**config.mk**
```make
export PLATFORM = sky130hd
export DESIGN_NAME = ram2r1w_wr_sched
export DESIGN_NICKNAME = d
export VERILOG_FILES = /design/src/rtl/ram2r1w_wr_sched.sv
export SDC_FILE = /design/constraint.sdc
export NUM_CORES = 1
export LEC_CHECK = 0
export CAP_MARGIN = 20
export CORE_AREA = 5 5 193 195
export CTS_CLUSTER_SIZE = 8
export DETAILED_ROUTE_END_ITERATION = 12
export DIE_AREA = 0 0 198 200
export DONT_BUFFER_PORTS = 1
export SYNTH_ARGS = -nofsm -noshare
export SYNTH_HDL_FRONTEND = slang
export SYNTH_SLANG_ARGS = --single-unit
```
**constraint.sdc**
```tcl
create_clock -name clk -period 5.25 [get_ports clk]
set_input_delay 1.05 -clock clk [delete_from_list [all_inputs] [get_ports clk]]
set_output_delay 1.05 -clock clk [all_outputs]
set_load 0.005 [all_outputs]
```
**src/rtl/ram2r1w_wr_sched.sv**
```systemverilog
// ram2r1w_wr_sched: clear sequencer, round-robin write arbiter and read forwarding for a 2R1W RAM.
// Ports: clk/reset_n, clear_req/init_done, req0/req1 write handshakes, rd/ram read ports, ram write port.
module ram2r1w_wr_sched #(
  parameter int WIDTH = 64,
  parameter int LG_DEPTH = 6,
  parameter logic [WIDTH-1:0] INIT_VALUE = '0
) (
  input  logic                clk,
  input  logic                reset_n,
  input  logic                clear_req,
  output logic                init_done,
  input  logic                req0_valid,
  input  logic [LG_DEPTH-1:0] req0_addr,
  input  logic [WIDTH-1:0]    req0_data,
  output logic                req0_ready,
  input  logic                req1_valid,
  input  logic [LG_DEPTH-1:0] req1_addr,
  input  logic [WIDTH-1:0]    req1_data,
  output logic                req1_ready,
  input  logic [LG_DEPTH-1:0] rd_addr0,
  input  logic [LG_DEPTH-1:0] rd_addr1,
  output logic [WIDTH-1:0]    rd_data0,
  output logic [WIDTH-1:0]    rd_data1,
  output logic                ram_wr_en,
  output logic [LG_DEPTH-1:0] ram_wr_addr,
  output logic [WIDTH-1:0]    ram_wr_data,
  output logic [LG_DEPTH-1:0] ram_rd_addr0,
  output logic [LG_DEPTH-1:0] ram_rd_addr1,
  input  logic [WIDTH-1:0]    ram_rd_data0,
  input  logic [WIDTH-1:0]    ram_rd_data1
);

  localparam int DEPTH = 2 ** LG_DEPTH;
  localparam logic [LG_DEPTH-1:0] LAST = LG_DEPTH'(DEPTH - 1);

  typedef enum logic {
    CLEAR,
    RUN
  } state_t;

  state_t              state_q, state_d;
  logic [LG_DEPTH-1:0] clr_q, clr_d;
  logic                rr_q, rr_d;
  logic                g0, g1;
  logic                wr_en;
  logic [LG_DEPTH-1:0] wr_addr;
  logic [WIDTH-1:0]    wr_data;

  logic [LG_DEPTH-1:0] rd_a0_q, rd_a1_q;
  logic                fwd_en_q;
  logic [LG_DEPTH-1:0] fwd_addr_q;
  logic [WIDTH-1:0]    fwd_data_q;

  always_comb begin
    state_d = state_q;
    clr_d   = clr_q;
    rr_d    = rr_q;
    g0      = 1'b0;
    g1      = 1'b0;
    wr_en   = 1'b0;
    wr_addr = '0;
    wr_data = '0;
    unique case (state_q)
      CLEAR: begin
        wr_en   = 1'b1;
        wr_addr = clr_q;
        wr_data = INIT_VALUE;
        clr_d   = clr_q + 1'b1;
        if (clear_req) clr_d = '0;
        else if (clr_q == LAST) state_d = RUN;
      end
      RUN: begin
        if (clear_req) begin
          state_d = CLEAR;
          clr_d   = '0;
        end else begin
          g0 = req0_valid & (~req1_valid | ~rr_q);
          g1 = req1_valid & (~req0_valid | rr_q);
          wr_en = g0 | g1;
          unique case (1'b1)
            g0: begin
              wr_addr = req0_addr;
              wr_data = req0_data;
              rr_d    = 1'b1;
            end
            g1: begin
              wr_addr = req1_addr;
              wr_data = req1_data;
              rr_d    = 1'b0;
            end
            default: ;
          endcase
        end
      end
      default: ;
    endcase
  end

  always_ff @(posedge clk or negedge reset_n) begin
    if (!reset_n) begin
      state_q <= CLEAR;
      clr_q   <= '0;
      rr_q    <= 1'b0;
    end else begin
      state_q <= state_d;
      clr_q   <= clr_d;
      rr_q    <= rr_d;
    end
  end

  // The reset state is CLEAR, which would otherwise drive a write
  // while reset is still held.
  assign ram_wr_en   = reset_n & wr_en;
  assign ram_wr_addr = reset_n ? wr_addr : '0;
  assign ram_wr_data = reset_n ? wr_data : '0;

  assign init_done    = (state_q == RUN);
  assign req0_ready   = g0;
  assign req1_ready   = g1;
  assign ram_rd_addr0 = rd_addr0;
  assign ram_rd_addr1 = rd_addr1;

  always_ff @(posedge clk or negedge reset_n) begin
    if (!reset_n) begin
      rd_a0_q    <= '0;
      rd_a1_q    <= '0;
      fwd_en_q   <= 1'b0;
      fwd_addr_q <= '0;
      fwd_data_q <= '0;
    end else begin
      rd_a0_q    <= rd_addr0;
      rd_a1_q    <= rd_addr1;
      fwd_en_q   <= ram_wr_en;
      fwd_addr_q <= ram_wr_addr;
      fwd_data_q <= ram_wr_data;
    end
  end

  // The RAM returns pre-write data on a same-cycle collision.
  always_comb begin
    rd_data0 = ram_rd_data0;
    rd_data1 = ram_rd_data1;
    if (fwd_en_q && fwd_addr_q == rd_a0_q) rd_data0 = fwd_data_q;
    if (fwd_en_q && fwd_addr_q == rd_a1_q) rd_data1 = fwd_data_q;
    if (!reset_n) begin
      rd_data0 = '0;
      rd_data1 = '0;
    end
  end

endmodule

```
-- Word-level counts from Yosys, hierarchy flattened
Cells that the tools add are included.
- input bits: 285
- bits in registers: 91
- muxes and demuxes: 26
- equal/unequal tests: 4
- reductions and logical operators: 4
- bitwise operators: 11
- add/sub/neg operators: 1
- operators with widths (cell ; number):
    $mux W64 ; 6
    $pmux W64 S2 ; 2
    $pmux W6 S2 ; 3
    $mux W6 ; 4
    $eq A6 B6 Y1 ; 2
    $mux W1 ; 8
    $add A6 B1 Y6 const B ; 1
    $eq A6 B6 Y1 const B ; 1
    $pmux W1 S2 ; 3
    $not A1 Y1 ; 5
    $and A1 B1 Y1 ; 3
    $or A1 B1 Y1 ; 3
    $reduce_and A3 Y1 ; 1
    $logic_and A1 B1 Y1 ; 2
    $ne A2 B2 Y1 const B ; 1
    $reduce_bool A2 Y1 ; 1

-- Logic depth before layout (Yosys ltp)
- depth in word-level cells: 7
- mapped depth: 8
- mapped depth without buffers: 4

-- Worst setup path after synthesis
OpenSTA, ideal clock, no wires.
- path type: input to output
- from: in clear_req
- to: out ram_wr_data[10]
- path slack: 2.026 ns
- cell stages on the path: 8
- data required time: 4.200 ns
- arrival time: 2.174 ns
- cells stage by stage: buf_4 > nor2b_4 > and3_4 > buf_6 > and2_4 > buf_6 > buf_8 > a22o_1
- longest elaborated chain between the ends: 3
- ends and longest elaborated chain (element ; line ; RTL):
    start, declared ; 10 ; input logic clear_req,
    $mux W64 ; 73 ; if (clear_req) begin
    $pmux W64 S2 ; 63 ; unique case (state_q)
    $mux W64 ; 115 ; assign ram_wr_data = reset_n ? wr_data : '0;
    end, declared ; 26 ; output logic [WIDTH-1:0] ram_wr_data,
No other way between the ends.

-- Worst setup path after layout
- from: in clear_req
- to: out ram_wr_data[4]
The elaborated chain is that of the path after synthesis.

==> out/qor.yml <==
coreArea_mm2: 0.0352
fmax_ghz: 0.250
initial_core_util_pct: 16.3
crit_fanout: 34
synthTopCellsByArea: "dfrtp_1 40%, mux2i_1 22%, nand2_1 13%, a22o_1 9.7%, buf_4 4.0%"
vdd_drop_max_mv: 0.151
htreeDepth: 3
finish.net_count: 841
hp-class: "in -> async"
cts_setup_buffers: 0
synth.avg_cell_area_um2: 9.53
stdcell_count: 1027
drv_slew: 0
fin_setup_tns_ns: 0
multi_input_comb_area_mm2: 0.00302
drtPass1Iterations: 7
viasPerCell: 4.46
final_area_mm2: 0.00627
numCtsBuffers: 9
holdBufCountCts: 0
post_cts_resized: 0
synth.top_cell.area_share_pct: 39.5
cts-root-buf: "clkbuf_16"
yosysTopAreaCell: "dfrtp_1"
place_area_mm2: 0.00594
ys_types: 31
drc: 0
status: "finished, final reports clean"
required_ns: 4.20
yosys_warnings: 0
io_buffer_count: 0
die_w_um: 198
row_count: 69
power.density_mw_per_mm2: 243
place_inst: 1005
maxCapViolations: 0
rsz0062_at_grt: "false"
drive_gt1_share_pct: 4.82
hpwl_um: 18400
clock_path_buffers: 2
grt_max_degree: 293
grt_overflow: 0
grt_usage_pct: 10.4
relSlewSlack_pct: 46.9
drt_iter0_markers: 404
area_growth_pct: 8.82
seq_area_mm2: 0.00228
grt_pass1_wl_um: 29800
gp_congestion: 0.829
ys_ff_latch: 91
final_antenna_net_count: 0
syn_area_mm2: 0.00576
grt_pass1_vias: 4517
period_share_pct: 76.3
skew_ns: 0.00768
tightest_slew_ns: 0.796
syn_nets: 890
finalHoldViolCount: 0
post-route-util_pct: 17.8
postSynthCellCount: 604
routedWlPerCell_um: 22.6
power_mw: 1.52
vias: 4579
crit_type: "in -> out"
setup_viol: 0
min_period_ns: 4.01
clk_latency_ns: 0.36
fillers: 3924
wl_um: 23200
clkSinkCount: 91
clkTransAtPathRegs_ns: 0.06
startpoint_type: "primary input"
die_h_um: 200
fp.dieArea_mm2: 0.0396
cp_data_arrival_time_ns: 2.96
p_leak_nw: 2.32
io_pins: 499
cts_tree: "yes"
grt_antenna_before_repair: 7
synth_seq_area_share_pct: 39.5
cp-end-kind: "primary output"
[final cells by class]
type / instances / share of cell area, %
Antenna cell: 6 / 0.240
Multi-Input combinational cell: 446 / 48.2
Clock buffer: 13 / 4.31
Sequential cell: 91 / 36.3
Timing Repair Buffer: 6 / 0.919
Inverter: 1 / 0.0599
Tap cell: 461 / 9.21
Clock inverter: 3 / 0.719
[synthesized netlist by cell type]
master and n:
a21oi_1 3, a221oi_1 1, a222oi_1 5, a22o_1 64, a31oi_1 1, and2_1 2
and2_4 1, and3_1 2, and3_4 1, buf_1 1, buf_2 7, buf_4 31
buf_6 4, buf_8 6, clkbuf_1 17, dfrtp_1 91, ha_1 1, inv_1 1
mux2i_1 129, nand2_1 194, nand2b_1 1, nand3_1 3, nand4_1 2, nor2_1 6
nor2b_1 8, nor2b_4 1, nor4_1 2, o21ai_0 2, or3_1 1, xnor2_1 7
xor2_1 9
[logic make-up (layout without fill, tap and decap cells)]
| logic type | after synthesis | count (layout) | synth area share (%) |
|---|---|---|---|
| DFF | 91 | 91 | 39.5 |
| muxes | 129 | 129 | 22.4 |
| buffers and inverters | 67 | 23 | 8.24 |
| AOI/OAI and AO/OA | 76 | 76 | 11.3 |
| other | 0 | 6 | 0 |
| adders and majority gates | 1 | 1 | 0.217 |
| and+or+nand+nor | 224 | 224 | 15.8 |
| xor gates and xnor gates | 16 | 16 | 2.43 |
[metal layers]
metal	global-route usage, %	wire, um	up-vias
li1	-	-	1978
met1	12.7	9080	2244
met2	16.3	11100	313
met3	3.79	2180	42
met4	4.97	766	2
met5	0	13	-
[per-stage QoR]
stage	setup slack, ns	hold WS [ns]
global route	1.06	0.347
floorplan	2.03	0.463
CTS	1.20	0.342
global placement	1.28	0.501
finish	1.24	0.388
detailed placement	1.20	0.487
[cell usage in the layout, fill, tap and decap left out, drive strengths merged, types with 2 or more instances in the layout]
cell type,instances
nand2,194
clkbuf,13
nand3,3
mux2i,129
nand4,2
clkinvlp,2
o21ai,2
nor4,2
xnor2,7
xor2,9
a21oi,3
a222oi,5
buf,6
nor2,6
dfrtp,91
and3,3
and2,3
nor2b,9
diode,6
a22o,64
[flip-flops by register name, indices dropped and copies added (netlist names)]
register and cells:
rr_q 1, fwd_en_q 1, init_done 1, rd_a0_q 6, fwd_addr_q 6, fwd_data_q 64, clr_q 6, rd_a1_q 6
[worst paths after layout]
path | to | from | depth (start not counted) | slack, ns
max | ram_wr_data[4] | clear_req | 5 | 1.24
min | clr_q[0] | reset_n | 0 | 0.39
max reg2reg | fwd_data_q[4] | init_done | 5 | 2.62
min reg2reg | rr_q | rr_q | 1 | 0.50
max in group asynchronous | fwd_data_q[46] | reset_n | 0 | 4.40
min in group clk | rr_q | rr_q | 1 | 0.50
[where the power goes]
| group | total [mW] | leakage (nW) | switching [mW] | internal, mW |
|---|---|---|---|---|
| sequential | 0.716 | 1.24 | 0.00653 | 0.710 |
| clock | 0.699 | 0.148 | 0.291 | 0.408 |
| combinational | 0.106 | 0.935 | 0.0646 | 0.0418 |
| total | 1.52 | 2.32 | 0.362 | 1.16 |
[critical path: stages]
cell and delay, ns:
nor2b_4 0.11, and3_1 0.37, and2_2 0.69, buf_4 0.42
a22o_1 0.24
Note: power is estimated with default switching activity, not from simulation.
